===== src/rtl/log_acc_pkg.sv =====
// Shared types and constants for the Kulisch accumulator read-out decoder.
package log_acc_pkg;

  localparam int unsigned DEF_ACC_DESIRED = 32;
  localparam int unsigned DEF_EXP_OUT     = 4;
  localparam int unsigned DEF_CHUNK       = 8;

  // Negative results encode -2^(e+1), so the exponent drops by one.
  localparam int unsigned NEG_EXP_OFFSET = 1;

  typedef enum logic [2:0] {
    ST_IDLE,
    ST_ABS,
    ST_SCAN,
    ST_PACK,
    ST_DONE
  } state_t;

  function automatic int unsigned ceil_div(input int unsigned a, input int unsigned b);
    return (a + b - 1) / b;
  endfunction

  // The sign sits directly above the exponent field.
  function automatic int unsigned sign_pos(input int unsigned exp_out);
    return exp_out;
  endfunction

  localparam int unsigned SIGN_POS = sign_pos(DEF_EXP_OUT);

endpackage


===== src/rtl/log_acc_decode_if.sv =====
// Input/output valid-ready bus of the accumulator decoder.
interface log_acc_decode_if #(
  parameter int unsigned ACC_DESIRED = 32,
  parameter int unsigned EXP_OUT     = 4
);

  logic                   in_valid;
  logic                   in_ready;
  logic [ACC_DESIRED-1:0] accIn;
  logic                   out_valid;
  logic                   out_ready;
  logic [EXP_OUT:0]       out_log;
  logic                   out_zero;
  logic                   out_ovf;
  logic                   out_unf;

  modport master (
    output in_valid, accIn, out_ready,
    input  in_ready, out_valid, out_log, out_zero, out_ovf, out_unf
  );

  modport slave (
    input  in_valid, accIn, out_ready,
    output in_ready, out_valid, out_log, out_zero, out_ovf, out_unf
  );

endinterface


===== src/rtl/lead_one_chunk.sv =====
// Combinational priority encoder: index of the highest set bit in one chunk.
module lead_one_chunk #(
  parameter int unsigned CHUNK = 8,
  localparam int unsigned IW   = (CHUNK > 1) ? $clog2(CHUNK) : 1
) (
  input  logic [CHUNK-1:0] bits,
  output logic             any,
  output logic [IW-1:0]    idx
);

  // Ascending scan so the last hit, i.e. the highest one, wins.
  always_comb begin
    any = 1'b0;
    idx = '0;
    for (int unsigned i = 0; i < CHUNK; i++) begin
      if (bits[i]) begin
        any = 1'b1;
        idx = IW'(i);
      end
    end
  end

endmodule


===== src/rtl/log_acc_decode.sv =====
// Decodes a two's-complement Kulisch accumulator word into {sign, exponent} log format.
// Build option: define LOG_ACC_DECODE_ROUND_EN for round-half-up instead of truncation.
module log_acc_decode
  import log_acc_pkg::*;
#(
  parameter int unsigned ACC_DESIRED = DEF_ACC_DESIRED,
  parameter int unsigned EXP_OUT     = DEF_EXP_OUT,
  parameter int unsigned CHUNK       = DEF_CHUNK
) (
  input logic             clock,
  input logic             reset,
  log_acc_decode_if.slave bus
);

  localparam int unsigned N_CHUNK  = ceil_div(ACC_DESIRED, CHUNK);
  localparam int unsigned PADW     = N_CHUNK * CHUNK;
  localparam int unsigned PW       = (PADW > 1) ? $clog2(PADW) : 1;
  localparam int unsigned CW       = (N_CHUNK > 1) ? $clog2(N_CHUNK) : 1;
  localparam int unsigned IW       = (CHUNK > 1) ? $clog2(CHUNK) : 1;
  localparam int unsigned EXP_MAX  = (1 << EXP_OUT) - 1;
  localparam int unsigned SIGN_BIT = sign_pos(EXP_OUT);

  state_t                 state;
  logic [ACC_DESIRED-1:0] acc_q;
  logic                   sign_q;
  logic [PADW-1:0]        mag_q;
  logic [PW-1:0]          pos_q;
  logic                   found_q;
  logic [CW-1:0]          cnt_q;

  logic                   out_valid_q;
  logic [EXP_OUT:0]       out_log_q;
  logic                   out_zero_q;
  logic                   out_ovf_q;
  logic                   out_unf_q;

  logic [ACC_DESIRED-1:0] abs_c;
  logic [CW-1:0]          sel_c;
  logic [CHUNK-1:0]       chunk_arr [N_CHUNK];
  logic                   lo_any;
  logic [IW-1:0]          lo_idx;
  logic [31:0]            k_c;
  logic [31:0]            e_c;

  assign abs_c = acc_q[ACC_DESIRED-1] ? (~acc_q + ACC_DESIRED'(1)) : acc_q;
  assign sel_c = CW'(N_CHUNK - 1) - cnt_q;

  for (genvar g = 0; g < N_CHUNK; g++) begin : g_chunk
    assign chunk_arr[g] = mag_q[g*CHUNK +: CHUNK];
  end

  lead_one_chunk #(.CHUNK(CHUNK)) u_lead (
    .bits (chunk_arr[sel_c]),
    .any  (lo_any),
    .idx  (lo_idx)
  );

  // Exponent before saturation; only meaningful in PACK with found_q set.
  always_comb begin
    k_c = 32'(pos_q);
`ifdef LOG_ACC_DECODE_ROUND_EN
    if ((pos_q != '0) && mag_q[pos_q - PW'(1)]) begin
      k_c = k_c + 32'd1;
    end
`endif
    e_c = sign_q ? (k_c - 32'(NEG_EXP_OFFSET)) : k_c;
  end

  always_ff @(posedge clock) begin
    if (reset) begin
      state       <= ST_IDLE;
      acc_q       <= '0;
      sign_q      <= 1'b0;
      mag_q       <= '0;
      pos_q       <= '0;
      found_q     <= 1'b0;
      cnt_q       <= '0;
      out_valid_q <= 1'b0;
      out_log_q   <= '0;
      out_zero_q  <= 1'b0;
      out_ovf_q   <= 1'b0;
      out_unf_q   <= 1'b0;
    end else begin
      case (state)
        ST_IDLE: begin
          if (bus.in_valid) begin
            acc_q <= bus.accIn;
            state <= ST_ABS;
          end
        end
        ST_ABS: begin
          sign_q  <= acc_q[ACC_DESIRED-1];
          mag_q   <= PADW'(abs_c);
          pos_q   <= '0;
          found_q <= 1'b0;
          cnt_q   <= '0;
          state   <= ST_SCAN;
        end
        ST_SCAN: begin
          if (!found_q && lo_any) begin
            pos_q   <= PW'(32'(sel_c) * CHUNK + 32'(lo_idx));
            found_q <= 1'b1;
          end
          cnt_q <= cnt_q + CW'(1);
          if (cnt_q == CW'(N_CHUNK - 1)) begin
            state <= ST_PACK;
          end
        end
        ST_PACK: begin
          out_zero_q <= 1'b0;
          out_ovf_q  <= 1'b0;
          out_unf_q  <= 1'b0;
          out_log_q  <= '0;
          if (!found_q) begin
            out_zero_q <= 1'b1;
          end else if (sign_q && (k_c == 32'd0)) begin
            // -1 would need exponent -1: flush to zero.
            out_zero_q <= 1'b1;
            out_unf_q  <= 1'b1;
          end else if (e_c > 32'(EXP_MAX)) begin
            out_ovf_q                <= 1'b1;
            out_log_q[SIGN_BIT]      <= sign_q;
            out_log_q[EXP_OUT-1:0]   <= EXP_OUT'(EXP_MAX);
          end else begin
            out_log_q[SIGN_BIT]      <= sign_q;
            out_log_q[EXP_OUT-1:0]   <= e_c[EXP_OUT-1:0];
          end
          out_valid_q <= 1'b1;
          state       <= ST_DONE;
        end
        ST_DONE: begin
          if (bus.out_ready) begin
            out_valid_q <= 1'b0;
            state       <= ST_IDLE;
          end
        end
        default: state <= ST_IDLE;
      endcase
    end
  end

  assign bus.in_ready  = (state == ST_IDLE);
  assign bus.out_valid = out_valid_q;
  assign bus.out_log   = out_log_q;
  assign bus.out_zero  = out_zero_q;
  assign bus.out_ovf   = out_ovf_q;
  assign bus.out_unf   = out_unf_q;

endmodule


===== src/flat_wrapper.sv =====
// flat-port wrapper written by rule: the top's interface ports become plain ports
module log_acc_decode_flat import log_acc_pkg::*;
#(
  parameter int unsigned ACC_DESIRED = DEF_ACC_DESIRED,
  parameter int unsigned EXP_OUT     = DEF_EXP_OUT,
  parameter int unsigned CHUNK       = DEF_CHUNK
)
  (clock, reset, bus_in_valid, bus_accIn, bus_out_ready, bus_in_ready, bus_out_valid, bus_out_log, bus_out_zero, bus_out_ovf, bus_out_unf);
  log_acc_decode_if #(.ACC_DESIRED(ACC_DESIRED), .EXP_OUT(EXP_OUT)) bus_i ();
  input logic clock;
  input logic reset;
  input wire logic [$bits(bus_i.in_valid)-1:0] bus_in_valid;
  input wire logic [$bits(bus_i.accIn)-1:0] bus_accIn;
  input wire logic [$bits(bus_i.out_ready)-1:0] bus_out_ready;
  output wire logic [$bits(bus_i.in_ready)-1:0] bus_in_ready;
  output wire logic [$bits(bus_i.out_valid)-1:0] bus_out_valid;
  output wire logic [$bits(bus_i.out_log)-1:0] bus_out_log;
  output wire logic [$bits(bus_i.out_zero)-1:0] bus_out_zero;
  output wire logic [$bits(bus_i.out_ovf)-1:0] bus_out_ovf;
  output wire logic [$bits(bus_i.out_unf)-1:0] bus_out_unf;
  assign bus_i.in_valid = bus_in_valid;
  assign bus_i.accIn = bus_accIn;
  assign bus_i.out_ready = bus_out_ready;
  assign bus_in_ready = bus_i.in_ready;
  assign bus_out_valid = bus_i.out_valid;
  assign bus_out_log = bus_i.out_log;
  assign bus_out_zero = bus_i.out_zero;
  assign bus_out_ovf = bus_i.out_ovf;
  assign bus_out_unf = bus_i.out_unf;
  log_acc_decode #(.ACC_DESIRED(ACC_DESIRED), .EXP_OUT(EXP_OUT), .CHUNK(CHUNK)) u_core (.clock(clock), .reset(reset), .bus(bus_i));
endmodule

===== config.mk =====
export PLATFORM = sky130hd
export DESIGN_NAME = log_acc_decode_flat
export DESIGN_NICKNAME = d
export VERILOG_FILES = /design/src/rtl/log_acc_pkg.sv /design/src/rtl/log_acc_decode_if.sv /design/src/rtl/lead_one_chunk.sv /design/src/rtl/log_acc_decode.sv /design/src/flat_wrapper.sv
export SDC_FILE = /design/constraint.sdc
export NUM_CORES = 1
export LEC_CHECK = 0
export ABC_AREA = 1
export CORE_MARGIN = 4
export CORE_UTILIZATION = 55
export CTS_CLUSTER_DIAMETER = 120
export DETAILED_ROUTE_END_ITERATION = 6
export MAX_ROUTING_LAYER = met4
export PLACE_DENSITY_LB_ADDON = 0.15
export REMOVE_ABC_BUFFERS = 1
export SKIP_LAST_GASP = 1
export SYNTH_ARGS = -nofsm -noshare
export SYNTH_HDL_FRONTEND = slang
export SYNTH_SLANG_ARGS = --single-unit
export TNS_END_PERCENT = 50

===== constraint.sdc =====
create_clock -name clock -period 1.9 [get_ports clock]
set_input_delay 0.38 -clock clock [delete_from_list [all_inputs] [get_ports clock]]
set_output_delay 0.38 -clock clock [all_outputs]
set_load 0.005 [all_outputs]

==> metrics.txt, run 1 <==
run status=completed; worst hold path cell count=2; initial antenna violation count=0; Logic pwr share=36.2%; post-synthesis simple-gate area fraction=27.3%; mapped cell area=4400 µm²; Post-Route WL=10800 µm; Die Y=97.5 µm; Clk pwr share=20.9%; largest net degree at the start of global routing=62; total grt overflow=0; PwrDens=approximately 1000 nW/µm²; post-synthesis mux area share=0%; crit end category=primary output; clk root buf=clkbuf_8; M1 GR Usage=30.7%; Reg clk slew, reported paths=0.08 ns; post-route clock period utilization=between 90% and 100%; start point of the worst min-delay path=u_core.bus.out_ovf; FF+latch count, synth=85; Mapped Cells=about 660; main combinational cell family by area after synthesis=simple AND/OR/NAND/NOR gates; fin nets=736; crit start category=flip-flop; CTS Buffer Depth=2; CTS tree=built; Initial DRC Count=277; Core Area=7770 µm²; number of synthesis warnings=0; vias in the first global route=3981; XOR/XNOR Fraction of Synth Area=2.78%; Worst Hold Class=reg -> reg; path depth of the worst reg2reg path=11; Sw Ratio=38.4%; leak pwr=0.00228 µW; GP Congestion=between 0.9 and 1; num rows=32; Fmax=0.539 GHz; number of port buffers=45; layout cells sized above 1=7.42%; die width=97.5 µm; Max Cap Viol=0; overall global routing resource usage=a little under a quarter; Final setup viols=0; Routed Antenna Nets=0; clock skew after layout=0.00821 ns; Syn Area/Cell=between 6 and 7 µm²; met3 Use GR=3.09%; hold buffer count at cts=0; commonest non-fill, non-tap cell in the layout=nand2_1; Critical Path RT=around 1.5 ns; DP HPWL=7900 µm; commonest cells after routing, fill and taps aside=nand2_1 (149), dfxtp_1 (84), inv_1 (74); crit path kind=reg -> out; Antenna Cells=0; RSZ-0062 raised after global routing=yes; CTS H-tree depth=3; worst rel slew slack=64.4%; Routed WL per cell=13.5 µm; GRT busiest layer=met2; max-slew violation count=0; Flop pwr share=between 40% and 50%; Hold Fails Final Rpt=0; Tot Pwr=5340 µW; net switching power=roughly 2000 µW; worst-path maximum fanout=4; via/cell ratio=around 5.4; Synth Area in Adders=0.853%; Peak VDD IR=0.000538 V; Hold Path Sink=u_core.bus.out_ovf; vias=4346; distinct cell type count after synthesis=33; post-layout minimum cycle time=between 1.5 and 2 ns; total CTS buffers=9; Die ar.=9500 µm²; Syn-to-layout area delta=17.2%; R2R setup slack=0.17 ns; first drt pass iteration count=6; clock sink count=85; register area share after synthesis=38.6%; Ports=46; RR Endpoint=u_core.mag_q[26]; Residual DRC=0; CP Data Arrival Time=1.48 ns; initial core utilization=a little under three fifths; first-pass GRT wire length=18300 µm; reg2reg start=u_core.acc_q[1]; internal power of the cells=3290 µW; clk_lat worst skew=0.35 ns; Finished Core Util=about two thirds; final hold slack=around 0.46 ns; worst slew pin tran=0.534 ns; Synth Area in Compound Gates=20.1%; GR met2 Demand/Resource=38.4%
## critical path, stage by stage, from the launching register on
cell             delay [ns]
dfxtp_2                0.35
nor2_2                 0.11
inv_2                  0.06
nor2_4                 0.11
clkdlybuf4s50_1        0.50
## flip-flops by register name (all words and copies together) (netlist names)
name / count
u_core.cnt_q: 2
u_core.state: 3
u_core.bus.out_ovf: 1
u_core.sign_q: 1
u_core.acc_q: 32
u_core.found_q: 1
u_core.bus.out_unf: 1
u_core.pos_q: 5
u_core.bus.out_valid: 1
u_core.bus.out_log: 5
u_core.mag_q: 32
u_core.bus.out_zero: 1
## worst max path at each step
stage | depth (start not counted) | to | startpoint | slack (ns)
detailed placement | 11 | u_core.mag_q[26] | u_core.acc_q[1] | 0.12
finish | 4 | bus_in_ready | u_core.state[0] | 0.04
global placement | 11 | u_core.mag_q[26] | u_core.acc_q[0] | 0.23
CTS | 4 | bus_in_ready | u_core.state[0] | 0.01
floorplan | 8 | u_core.mag_q[31] | u_core.state[0] | -2.76
global route | 4 | bus_in_ready | u_core.state[2] | -0.04
## through the flow
step / area, µm² / setup TNS [ns] / setup slack (ns) / cells
2_1_floorplan: 4250 / -85.23 / -2.76 / 625
3_3_place_gp: 4970 / 0 / 0.233 / 787
3_5_place_dp: 4970 / 0 / 0.117 / 787
4_1_cts: 5150 / 0 / 0.0131 / 803
5_1_grt: 5160 / -0.0362 / -0.0362 / 803
6_report: 5160 / 0 / 0.0447 / 803
## synthesized netlist by cell type, drive strengths merged
master	instances	area share (%)
nor3	8	0.91
xor2	14	2.8
o21ai	64	7.3
ha	3	0.85
clkbuf	17	1.5
o41ai	1	0.20
a31oi	4	0.57
nand3	59	6.9
a21oi	69	7.8
buf	15	2.0
o21bai	2	0.34
o21a	11	1.9
o211ai	5	0.85
and2	1	0.14
dfxtp	85	39
nor2	54	4.9
or2	1	0.14
inv	77	6.7
a21o	1	0.17
clkinv	1	0.085
o221ai	5	0.99
nand4	4	0.57
nand2	156	14
## cells by family after synthesis
| family | after synthesis |
|---|---|
| AOI/OAI and AO/OA | 162 |
| xor gates and xnor gates | 14 |
| adders and majority gates | 3 |
| buffers and inverters | 110 |
| DFF | 85 |
| and+or+nand+nor | 283 |
## per-layer routing
layer | share of wire (%) | vias up
li1 | - | 2223
met1 | 46 | 1968
met2 | 48 | 139
met3 | 5.1 | 16
met4 | 1.5 | 0
met5 | 0 | -
## power by group through the flow
| stage | sequential (µW) | combinational (µW) | clock, µW |
|---|---|---|---|
| 2_1_floorplan | 2290 | 1320 | 0 |
| 3_3_place_gp | 2310 | 1810 | 0 |
| 3_5_place_dp | 2320 | 1870 | 0 |
| 4_1_cts | 2280 | 1900 | 1140 |
| 5_1_grt | 2320 | 2190 | 1220 |
| 6_report | 2290 | 1930 | 1120 |
## final cells by class
type	instances	area, µm²
Clock buffer	10	138
Clock inverter	5	27.5
Fill cell	727	2610
Inverter	78	298
Multi-Input combinational cell	462	2270
Sequential cell	85	1700
Tap cell	102	128
Timing Repair Buffer	61	596
## what timing repair did
item / in CTS / in global routing
setup endpoints to repair: 1 / 6
cloned: 0 / 0
setup buffers: 1 / 0
pin swaps: 1 / 0
resized for setup: 1 / 5
Power figures use the tool's default switching activity.
==> run 2: changes to the inputs <==
Settings changed: CORE_UTILIZATION 55 to 57.
==> metrics.txt, run 2 (synthesis gave the netlist of run 1 again) <==
CP Data Arrival Time=around 2 ns; RSZ-0062 raised after global routing=yes; largest net degree at the start of global routing=67; final setup margin=between 0.1 and 0.15 ns; total CTS buffers=9; Routed WL per cell=13.7 µm; Hold Fails Final Rpt=0; num rows=31; placed instance area=roughly 5000 µm²; layout cells sized above 1=~7.1%; R2R setup slack=approximately 0.14 ns; setup bufs post-CTS=0; CTS H-tree depth=3; Initial DRC Count=287; Worst Hold Class=reg -> reg; worst-path maximum fanout=4; Finished Core Util=70.4%; first-pass GRT wire length=between 15000 and 20000 µm; crit end category=flip-flop; commonest non-fill, non-tap cell in the layout=nand2_1; max-slew violation count=0; post-route clock period utilization=between 90% and 100%; Critical Path RT=2.15 ns; Antenna Cells=0; clock skew after layout=between 0.01 and 0.015 ns; Final Non-Filler Cells=803; worst rel slew slack=between 70% and 80%; clk root buf=clkbuf_8; number of port buffers=45; post-layout minimum cycle time=1.76 ns; first drt pass iteration count=5; clk_lat worst skew=0.37 ns; worst slack at placement=0.127 ns; Post-Route WL=11000 µm; Reg clk slew, reported paths=0.08 ns; design area=5190 µm²; Peak VDD IR=between 0.0005 and 0.0006 V; CTS tree=built; run status=completed; Tot Pwr=between 5000 and 6000 µW; clock sink count=85; Ports=46; Residual DRC=0; initial core utilization=59.7%; PwrDens=approximately 1100 nW/µm²; biggest regs=u_core.acc_q x32, u_core.mag_q x32; fin nets=738; Final setup viols=0; placed cells=787; via/cell ratio=5.38; overall global routing resource usage=about a quarter; commonest cells after routing, fill and taps aside=nand2_1 (149), dfxtp_1 (85), inv_1 (75); fill count=646; Fmax=0.567 GHz; total grt overflow=0; leak pwr=0.00230 µW; Die Y=95.9 µm; Die ar.=9190 µm²; worst slew pin tran=0.341 ns; Routed Antenna Nets=0; initial antenna violation count=0; crit start category=flip-flop; crit path kind=reg -> reg; CTS Buffer Depth=2; Core Area=7370 µm²; DP HPWL=roughly 7900 µm; vias=4324; die width=95.9 µm; Max Cap Viol=0; Syn-to-layout area delta=17.9%; vias in the first global route=4095; GP Congestion=0.930
==> run 2: cell types whose count changed in the layout (fill, tap and decap cells not counted), sizes merged <==
cell / delta
clkinv: -2
buf: +2
bufinv: +1
dlymetal6s2s: +1
clkbuf: +2
clkdlybuf4s50: -1
==> run 2: metrics by stage <==
stage	hold WS [ns]	TNS, ns
after global placement	0.451	0
final	0.463	0
after floorplan	0.449	-85.23
after detailed placement	0.455	0
after global routing	0.513	-0.0151
after CTS	0.467	0
==> run 2: final cells by class <==
class | count | area, µm² | area share [%]
multi-input combinational | 462 | 2260 | 43.6
sequential | 85 | 1700 | 32.8
timing repair buffer | 63 | 613 | 11.8
inverter | 78 | 298 | 5.74
clock buffer | 12 | 145 | 2.80
tap | 99 | 124 | 2.39
clock inverter | 4 | 47.5 | 0.916
==> run 2: worst paths after layout <==
path,startpoint,endpoint,cells after the start
setup / recovery,u_core.acc_q[1],u_core.mag_q[26],11
hold / removal,u_core.bus.out_unf,u_core.bus.out_unf,2
setup reg to reg,u_core.acc_q[1],u_core.mag_q[26],11
hold reg to reg,u_core.bus.out_unf,u_core.bus.out_unf,2
==> run 2: critical path, stage by stage (launching register included) <==
cell and delay [ns]:
dfxtp_1 0.31, inv_1 0.10, ha_1 0.21, nand3_2 0.15
nand2_2 0.13, nand3_2 0.12, nor2_2 0.17, nand3_1 0.12
nand2_1 0.08, nand2_1 0.05, o21bai_1 0.14, inv_1 0.06
==> run 2: where the power goes <==
group / total, µW / switching [µW] / internal [µW]
sequential: 2290 / 214 / 2080
clock: 1280 / 637 / 640
combinational: 1940 / 1220 / 722
==> run 2: layer usage <==
layer / global-route usage, % / wire (µm) / vias up
met5: - / 0 / -
li1: - / - / 2222
met2: 44.0 / 5160 / 136
met3: 5.71 / 787 / 24
met1: 31.9 / 4880 / 1942
met4: 7.46 / 187 / 0
==> run 2: repair_timing <==
item | 4_1_cts | 5_1_grt
endpoints found under the hold margin | 0 | 0
hold buffers | 0 | 0
gates resized for setup | 0 | 3
endpoints found under the setup margin | 0 | 3
